==> src/rtl/alu_issue_decoder.sv <==
// Single registered decode slot ahead of the ALU: turns one RV32I instruction into
// ALU op, operand selects, immediate, register fields and writeback enable.
module alu_issue_decoder (
   input  logic        i_clk,
   input  logic        i_reset,
   input  logic        i_valid,
   output logic        o_ready,
   input  logic [31:0] i_instr,
   input  logic [31:0] i_pc,
   input  logic        i_flush,
   output logic        o_valid,
   input  logic        i_ready,
   output logic [3:0]  o_aluOp,
   output logic        o_opaSel,
   output logic        o_opbSel,
   output logic [31:0] o_imm,
   output logic [4:0]  o_rs1,
   output logic [4:0]  o_rs2,
   output logic [4:0]  o_rd,
   output logic        o_wbEn,
   output logic [31:0] o_pc,
   output logic        o_illegal
);

   localparam logic [3:0] ALU_ADD  = 4'b0000;
   localparam logic [3:0] ALU_SUB  = 4'b0001;
   localparam logic [3:0] ALU_SLT  = 4'b0010;
   localparam logic [3:0] ALU_SLTU = 4'b0011;
   localparam logic [3:0] ALU_XOR  = 4'b0100;
   localparam logic [3:0] ALU_OR   = 4'b0101;
   localparam logic [3:0] ALU_AND  = 4'b0110;
   localparam logic [3:0] ALU_SLL  = 4'b0111;
   localparam logic [3:0] ALU_SRL  = 4'b1000;
   localparam logic [3:0] ALU_SRA  = 4'b1001;
   localparam logic [3:0] ALU_PASSB = 4'b1010;

   localparam logic [6:0] OPC_OP     = 7'b0110011;
   localparam logic [6:0] OPC_OPIMM  = 7'b0010011;
   localparam logic [6:0] OPC_LUI    = 7'b0110111;
   localparam logic [6:0] OPC_AUIPC  = 7'b0010111;
   localparam logic [6:0] OPC_LOAD   = 7'b0000011;
   localparam logic [6:0] OPC_STORE  = 7'b0100011;
   localparam logic [6:0] OPC_BRANCH = 7'b1100011;
   localparam logic [6:0] OPC_JAL    = 7'b1101111;
   localparam logic [6:0] OPC_JALR   = 7'b1100111;

   localparam logic [6:0] F7_ZERO = 7'b0000000;
   localparam logic [6:0] F7_ALT  = 7'b0100000;

   // funct3 -> ALU op for the shared OP / OP-IMM table (funct7 = 0 variants)
   function automatic logic [3:0] base_op(input logic [2:0] f3);
      case (f3)
         3'b000:  base_op = ALU_ADD;
         3'b001:  base_op = ALU_SLL;
         3'b010:  base_op = ALU_SLT;
         3'b011:  base_op = ALU_SLTU;
         3'b100:  base_op = ALU_XOR;
         3'b101:  base_op = ALU_SRL;
         3'b110:  base_op = ALU_OR;
         default: base_op = ALU_AND;
      endcase
   endfunction

   logic [6:0]  opcode;
   logic [2:0]  funct3;
   logic [6:0]  funct7;
   logic [31:0] imm_i, imm_s, imm_b, imm_u, imm_j;
   logic [3:0]  dec_alu;
   logic        dec_opa, dec_opb, dec_wb, dec_ill;
   logic [31:0] dec_imm;
   logic        capture;

   assign opcode = i_instr[6:0];
   assign funct3 = i_instr[14:12];
   assign funct7 = i_instr[31:25];

   assign imm_i = {{20{i_instr[31]}}, i_instr[31:20]};
   assign imm_s = {{20{i_instr[31]}}, i_instr[31:25], i_instr[11:7]};
   assign imm_b = {{19{i_instr[31]}}, i_instr[31], i_instr[7], i_instr[30:25], i_instr[11:8], 1'b0};
   assign imm_u = {i_instr[31:12], 12'b0};
   assign imm_j = {{11{i_instr[31]}}, i_instr[31], i_instr[19:12], i_instr[20], i_instr[30:21], 1'b0};

   always_comb begin
      dec_alu = ALU_ADD;
      dec_opa = 1'b0;
      dec_opb = 1'b0;
      dec_imm = '0;
      dec_wb  = 1'b0;
      dec_ill = 1'b0;
      case (opcode)
         OPC_OP: begin
            dec_wb = 1'b1;
            if (funct7 == F7_ZERO)                          dec_alu = base_op(funct3);
            else if (funct7 == F7_ALT && funct3 == 3'b000) dec_alu = ALU_SUB;
            else if (funct7 == F7_ALT && funct3 == 3'b101) dec_alu = ALU_SRA;
            else                                            dec_ill = 1'b1;
         end
         OPC_OPIMM: begin
            dec_wb  = 1'b1;
            dec_opb = 1'b1;
            dec_imm = imm_i;
            dec_alu = base_op(funct3);
            // shift amount lives in imm[4:0]; imm[11:5] selects logical vs arithmetic
            if (funct3 == 3'b001 && funct7 != F7_ZERO) dec_ill = 1'b1;
            if (funct3 == 3'b101) begin
               if (funct7 == F7_ALT)       dec_alu = ALU_SRA;
               else if (funct7 != F7_ZERO) dec_ill = 1'b1;
            end
         end
         OPC_LUI: begin
            dec_alu = ALU_PASSB;
            dec_opb = 1'b1;
            dec_imm = imm_u;
            dec_wb  = 1'b1;
         end
         OPC_AUIPC: begin
            dec_opa = 1'b1;
            dec_opb = 1'b1;
            dec_imm = imm_u;
            dec_wb  = 1'b1;
         end
         OPC_LOAD: begin
            dec_opb = 1'b1;
            dec_imm = imm_i;
            dec_wb  = 1'b1;
         end
         OPC_STORE: begin
            dec_opb = 1'b1;
            dec_imm = imm_s;
         end
         OPC_BRANCH: begin
            dec_opa = 1'b1;
            dec_opb = 1'b1;
            dec_imm = imm_b;
         end
         OPC_JAL: begin
            dec_opa = 1'b1;
            dec_opb = 1'b1;
            dec_imm = imm_j;
            dec_wb  = 1'b1;
         end
         OPC_JALR: begin
            dec_opb = 1'b1;
            dec_imm = imm_i;
            dec_wb  = 1'b1;
            if (funct3 != 3'b000) dec_ill = 1'b1;
         end
         default: dec_ill = 1'b1;
      endcase
      // illegal instructions travel as a harmless ADD; the trap is raised downstream
      if (dec_ill) begin
         dec_alu = ALU_ADD;
         dec_opa = 1'b0;
         dec_opb = 1'b0;
         dec_imm = '0;
         dec_wb  = 1'b0;
      end
      if (i_instr[11:7] == 5'd0) dec_wb = 1'b0;
   end

   assign o_ready = ~o_valid | i_ready;
   assign capture = i_valid & o_ready & ~i_flush;

   always_ff @(posedge i_clk or negedge i_reset) begin
      if (!i_reset) begin
         o_valid   <= 1'b0;
         o_aluOp   <= ALU_ADD;
         o_opaSel  <= 1'b0;
         o_opbSel  <= 1'b0;
         o_imm     <= '0;
         o_rs1     <= '0;
         o_rs2     <= '0;
         o_rd      <= '0;
         o_wbEn    <= 1'b0;
         o_pc      <= '0;
         o_illegal <= 1'b0;
      end else begin
         if (i_flush)      o_valid <= 1'b0;
         else if (capture) o_valid <= 1'b1;
         else if (i_ready) o_valid <= 1'b0;
         if (capture) begin
            o_aluOp   <= dec_alu;
            o_opaSel  <= dec_opa;
            o_opbSel  <= dec_opb;
            o_imm     <= dec_imm;
            o_rs1     <= i_instr[19:15];
            o_rs2     <= i_instr[24:20];
            o_rd      <= i_instr[11:7];
            o_wbEn    <= dec_wb;
            o_pc      <= i_pc;
            o_illegal <= dec_ill;
         end
      end
   end

endmodule

==> config.mk <==
export PLATFORM = sky130hd
export DESIGN_NAME = alu_issue_decoder
export DESIGN_NICKNAME = d
export VERILOG_FILES = /design/src/rtl/alu_issue_decoder.sv
export SDC_FILE = /design/constraint.sdc
export NUM_CORES = 1
export LEC_CHECK = 0
export CORE_MARGIN = 5
export CORE_UTILIZATION = 45
export CTS_BUF_LIST = sky130_fd_sc_hd__clkbuf_16
export CTS_CLUSTER_DIAMETER = 60
export DETAILED_ROUTE_END_ITERATION = 10
export PLACE_DENSITY = 0.83
export SKIP_CTS_REPAIR_TIMING = 1
export SYNTH_ARGS = -nofsm -noshare
export SYNTH_HDL_FRONTEND = slang
export SYNTH_SLANG_ARGS = --single-unit
==> constraint.sdc <==
create_clock -name i_clk -period 2.2 [get_ports i_clk]
set_input_delay 0.44 -clock i_clk [delete_from_list [all_inputs] [get_ports i_clk]]
set_output_delay 0.44 -clock i_clk [all_outputs]
set_load 0.05 [all_outputs]
==> results of run 1 <==
-- worst max-delay path: cells and delay by family --
family,cells,cell delay (ns)
simple gates,4,1.02
compound gates,1,0.08
buf+inv,2,0.77
-- cells by family after synthesis --
family,after synthesis
flops,88
buf+inv,34
mux,2
compound gates,91
simple gates,244
xor+xnor,2
-- routing by layer --
layer	part of all wire [%]	up-vias	track usage [%]	routed length, um
li1	-	1971	-	-
met1	42	1982	30.0	5540
met2	47	157	38.6	6170
met3	8.1	31	7.10	1060
met4	2.5	0	7.58	327
met5	0	-	0	0
-- registers in the layout (all words and copies together), names as in the netlist --
| register | flops |
|---|---|
| o_rs2 | 5 |
| o_imm | 32 |
| o_illegal | 1 |
| o_aluOp | 4 |
| o_valid | 1 |
| o_opaSel | 1 |
| o_rd | 5 |
| o_rs1 | 5 |
| o_opbSel | 1 |
| o_pc | 32 |
| o_wbEn | 1 |
-- power breakdown --
part           switching, mW  internal (mW)  leakage [nW]
Clock                  0.677          0.894         0.150
Sequential            0.0735           1.75          1.15
Combinational          0.853          0.495          1.69
Total                   1.60           3.14          2.99
-- area by class of cell --
class / instances / area, um^2 / area share [%]
Sequential cell: 88 / 2200 / 33.1
Timing Repair Buffer: 218 / 2140 / 32.1
Multi-Input combinational cell: 339 / 1860 / 27.9
Clock buffer: 9 / 225 / 3.38
Tap cell: 111 / 139 / 2.09
Clock inverter: 7 / 76.3 / 1.15
Inverter: 5 / 18.8 / 0.282
-- worst min-delay path by stage --
stage | startpoint | end | cells past startpoint
6_report | i_reset | o_pc[27]$_DFFE_PN0P_ | 1
3_5_place_dp | i_reset | o_pc[27]$_DFFE_PN0P_ | 1
3_3_place_gp | i_reset | o_pc[30]$_DFFE_PN0P_ | 1
2_1_floorplan | i_reset | o_aluOp[0]$_DFFE_PN0P_ | 0
4_1_cts | i_reset | o_pc[27]$_DFFE_PN0P_ | 1
5_1_grt | i_reset | o_pc[27]$_DFFE_PN0P_ | 1
-- cells in the final DEF, fill, tap and decap left out, drive strengths merged, types with 2 or more instances in the layout --
cell type | Yosys | routed
a211oi | 11 | 11
a21oi | 19 | 19
a22oi | 4 | 4
a31oi | 3 | 3
and2 | 2 | 2
and3 | 2 | 2
buf | 13 | 63
clkbuf | 16 | 9
clkdlybuf4s50 | 0 | 155
clkinv | 0 | 3
dfrtp | 88 | 88
inv | 5 | 8
nand2 | 192 | 192
nand2b | 3 | 3
nand3 | 7 | 7
nand4 | 8 | 8
nor2 | 11 | 11
nor2b | 2 | 2
nor3 | 3 | 3
nor3b | 3 | 3
nor4 | 2 | 2
o21ai | 16 | 16
o31ai | 27 | 27
or4 | 2 | 2
==> impl_metrics.ini, run 1 <==
[sta]
finalCritPeriodShare_pct = 95.6
holdWs_ns = 0.0233
setup_slack_ns = 0.0974
setup_viol = 0
setup_tns_ns = 0
fmax_ghz = 0.476
slew_headroom_pct = 62.6
rsz0062_at_grt = false
slew_violations = 0
tightest_slew_ns = 0.560
period_minus_slack_ns = 2.10
skew_ns = 0.00974
hold_viol_final = 0

[clock_network]
cts.htree.levels = 3
cts_root_buf = clkbuf_16
cts_tree = built
cts_made_buffers = 9
ctsLongestPathBuffers = 2
clock_sinks = 88
clkTransAtPathRegs_ns = 0.07
clkLatencyLatePin_ns = 0.34

[die]
core_um2 = 9200
ioPinCount = 158
die-area_um2 = 11400
die_x_um = 107
die_h_um = 107
num_rows = 35
start_util_pct = 45.9

[yosys]
synth_common_cells = nand2_1, dfrtp_1, o31ai_2, a21oi_1
synth_top_family_by_area = simple AND/OR/NAND/NOR gates
yosys_warnings = 0
synth_compound_area_share_pct = 17.0
syn_area_um2 = 4220
synth-edff-count = 0
postSynthAreaPerCell_um2 = 9.15
yosys.cell_count.top_type = nand2_1
synth_cell_type_count = 54
synth_nets = 530
yosysSeqAreaShare_pct = 52.2
ys_ff_latch = 88
yosysTopAreaCell = dfrtp_1
syn_inst = 461
synth_xor_area_share_pct = 0.415
synthTopCellsByArea = dfrtp_1, nand2_1, o31ai_2, a21oi_1, a211oi_1
synth-adder-area-share_pct = 0
yosys.area_share.simple_pct = 25.8
synthArstFlopShare_pct = 100
synth_top_area_share_pct = 52.2
ys.flop_type = dfrtp_1
synth.area.mux_share_pct = 0.504

[routing]
drtAntennaViolNets = 0
vias_per_cell = 5.33
first_pass_iters = 4
num_vias = 4141
drc = 0
wirelength_mm = 13.1
drt_iter0_markers = 131
wl_per_cell_um = 16.8

[worst_setup_path]
crit_path_cell_trace = clkdlybuf4s50_1 > and2b_2 > nand3_4 > or4b_4 > nand4_4 > buf_4 > o31ai_1
critical_path_class = input pin to flip-flop
cpMaxStageDelayCell = clkdlybuf4s50_1
critPathCapture = o_imm[3]$_DFFE_PN0P_
cp_data_arrival_time_ns = 2.32
reg2reg_depth = 7
critPathLaunch = i_instr[4]
crit_path_end_kind = flip-flop
r2r_start = o_valid$_DFFE_PN0P_
crit_required_ns = 2.42
r2r_slack_ns = 0.58
cp_max_fo = 7
r2r_end = o_imm[22]$_DFFE_PN0P_
start_kind = input pin
cp_slowest_stage_delay_ns = 0.60

[place]
gp_congestion = 0.875
dpl-instance-area_um2 = 6340
place_hpwl_mm = 9.86
dp_worst_setup_slack_ns = -0.252
port_buffers = 157
placed_cells = 760

[final_layout]
postLayoutCellArea_um2 = 6650
fillers = 673
syn2layout_area_growth_pct = 57.8
finalNonFillerCells = 777
fin_util_pct = 72.4
final_nets = 730
antennaDiodeCount = 0
drive_gt1_share_pct = 16.8

[run]
drv_cap = 0

[global_routing]
grt_util_all_layers_pct = 23.6
grt_overflow = 0
grt_pass1_wl_mm = 21.6
antenna_found_initial = 0
grt_pass1_vias = 4418
grt_start_max_net_pins = 45

[worst_hold_path]
hold_class = input pin to async pin

[pwr]
leakagePower_nw = 2.99
power_density_nw_per_um2 = 713
peakVddDrop_uv = 493
p_total_mw = 4.74

[run_status]
status = finished, final reports clean
Note: power is estimated with default switching activity, not from simulation.
==> run 2: changes to the inputs <==
--- a/config.mk
+++ b/config.mk
@@ -11,7 +11,6 @@
 export CTS_CLUSTER_DIAMETER = 60
 export DETAILED_ROUTE_END_ITERATION = 10
 export PLACE_DENSITY = 0.83
-export SKIP_CTS_REPAIR_TIMING = 1
 export SYNTH_ARGS = -nofsm -noshare
 export SYNTH_HDL_FRONTEND = slang
 export SYNTH_SLANG_ARGS = --single-unit
==> results of run 2 <==
Same layout as run 1: the final DEF is identical, and so are final timing and power.
==> run 3: changes to the inputs <==
--- a/config.mk
+++ b/config.mk
@@ -5,12 +5,14 @@
 export SDC_FILE = /design/constraint.sdc
 export NUM_CORES = 1
 export LEC_CHECK = 0
+export CELL_PAD_IN_SITES_DETAIL_PLACEMENT = 1
+export CELL_PAD_IN_SITES_GLOBAL_PLACEMENT = 2
 export CORE_MARGIN = 5
-export CORE_UTILIZATION = 45
+export CORE_UTILIZATION = 25
 export CTS_BUF_LIST = sky130_fd_sc_hd__clkbuf_16
 export CTS_CLUSTER_DIAMETER = 60
 export DETAILED_ROUTE_END_ITERATION = 10
-export PLACE_DENSITY = 0.83
+export PLACE_DENSITY = 0.81
 export SYNTH_ARGS = -nofsm -noshare
 export SYNTH_HDL_FRONTEND = slang
 export SYNTH_SLANG_ARGS = --single-unit
==> run 3 against run 2 <==
Effect of this change:
- combinational power barely moved
- fmax rose by 2.0%
- wire length rose by 19%
- cell count rose by 14%
- flip-flop and latch count did not move
- critical path type unchanged
- register-to-register slack got worse by 0.05 ns
- via count fell by 0.60%
- final area rose by 1.1%
==> impl_metrics.ini, run 3 (synthesis results as in run 1) <==
[run_status]
status = finished, final reports clean

[worst_setup_path]
cp_top_family = simple AND/OR/NAND/NOR gates
path_depth = 7
r2r_slack_ns = 0.53
r2r_end = o_imm[19]$_DFFE_PN0P_
crit_path_end_kind = flip-flop
start_kind = input pin
critical_path_class = input pin to flip-flop
cpMaxStageDelayCell = clkdlybuf4s50_1
cp_slowest_stage_delay_ns = 0.55
cp_data_arrival_time_ns = 2.28
cp_max_fo = 20
crit_path_cell_trace = clkdlybuf4s50_1 > and2b_2 > nand3_4 > or4b_4 > nand4_4 > buf_12 > o31ai_2
r2r_start = o_valid$_DFFE_PN0P_
reg2reg_depth = 7
crit_required_ns = 2.42
cp.buffers_inverters = 2

[sta]
setup_tns_ns = 0
period_minus_slack_ns = 2.06
finalCritPeriodShare_pct = 93.7
setup_viol = 0
rsz0062_at_grt = false
slew_headroom_pct = 62.1
fmax_ghz = 0.485
slew_violations = 0
hold_viol_final = 0
tightest_slew_ns = 0.569
skew_ns = 0.00574
setup_slack_ns = 0.138

[place]
dpl-instance-area_um2 = 6460
placed_cells = 871
dp_worst_setup_slack_ns = -0.308
gp_congestion = 0.860
place_hpwl_mm = 12.3
port_buffers = 157

[die]
die_x_um = 140
ioPinCount = 158
num_rows = 47
core_um2 = 16600
die_h_um = 140
die-area_um2 = 19600
start_util_pct = 25.4

[global_routing]
antenna_found_initial = 0
grt_util_all_layers_pct = 16.3
grt_start_max_net_pins = 42
grt_overflow = 0
grt_pass1_vias = 4685
grt_pass1_wl_mm = 25.5

[routing]
num_vias = 4116
wl_per_cell_um = 17.6
drc = 0
first_pass_iters = 4
wirelength_mm = 15.6
drt_iter0_markers = 171
drtAntennaViolNets = 0
vias_per_cell = 4.64

[pwr]
peakVddDrop_uv = 337
power_density_nw_per_um2 = 684
p_total_mw = 4.61
leakagePower_nw = 2.97

[clock_network]
cts_made_buffers = 9
clkTransAtPathRegs_ns = 0.06
clkLatencyLatePin_ns = 0.34
clock_sinks = 88
cts_tree = built
ctsLongestPathBuffers = 2
cts.htree.levels = 3
cts_root_buf = clkbuf_16
post_cts_buffers = 0

[final_layout]
final_nets = 731
antennaDiodeCount = 0
layout_commonest_cell = nand2_1
biggestRegsByFlops = o_imm: 32 flops, o_pc: 32 flops
final_cell_mix = nand2_1, clkdlybuf4s50_1, dfrtp_1, buf_4, o31ai_2
drive_gt1_share_pct = 16.9
syn2layout_area_growth_pct = 59.6
postLayoutCellArea_um2 = 6730
finalNonFillerCells = 887

[run]
drv_cap = 0

[worst_hold_path]
hold_class = input pin to async pin
[run 3: worst max path at each step]
stage / from / endpoint / slack (ns)
2_1_floorplan: o_valid$_DFFE_PN0P_ / o_imm[30]$_DFFE_PN0P_ / 0.005
3_3_place_gp: i_instr[4] / o_imm[26]$_DFFE_PN0P_ / -0.16
3_5_place_dp: i_instr[12] / o_imm[7]$_DFFE_PN0P_ / -0.31
4_1_cts: i_instr[12] / o_imm[7]$_DFFE_PN0P_ / 0.04
5_1_grt: i_instr[25] / o_imm[1]$_DFFE_PN0P_ / 0.03
6_report: i_instr[4] / o_imm[29]$_DFFE_PN0P_ / 0.14
[run 3: final cells by class]
cell class,instances,area (um^2)
fillers,1911,9850
flip-flops and latches,88,2200
repair buffers,219,2120
multi-input cells,339,1850
well taps,220,275
clock buffers,9,225
clock inverters,7,38.8
inverters,5,18.8
[run 3: report_power, final]
| part | internal, mW | switching (mW) |
|---|---|---|
| clock | 0.756 | 0.656 |
| sequential | 1.75 | 0.0772 |
| combinational | 0.493 | 0.871 |
| total | 3.00 | 1.60 |
[run 3: what timing repair did]
action,in CTS,in global routing
hold buffers,0,0
endpoints found under the setup margin,0,7
resized for setup,0,1
[run 3: worst reg2reg max path, cell delays in order (launching register included)]
cell      delay [ns]
dfrtp_1         0.34
nor2b_1         0.25
inv_1           0.09
nand3b_1        0.17
buf_4           0.36
buf_12          0.22
nand2_1         0.08
o31ai_2         0.06
[run 3: metrics by stage]
stage,hold WS (ns),util (%)
6_report,0.0744,40.6
5_1_grt,0.122,40.6
4_1_cts,0.104,40.6
3_5_place_dp,0.467,39.0
3_3_place_gp,0.456,39.0
2_1_floorplan,0.144,-
[run 3: routing by layer]
metal  vias up  wire [um]  global-route usage (%)
li1       1972          -                       -
met1      2010       6620                    19.8
met2       115       7640                    27.2
met3        19       1110                    6.21
met4         0        255                    4.13
met5         -          0                       0
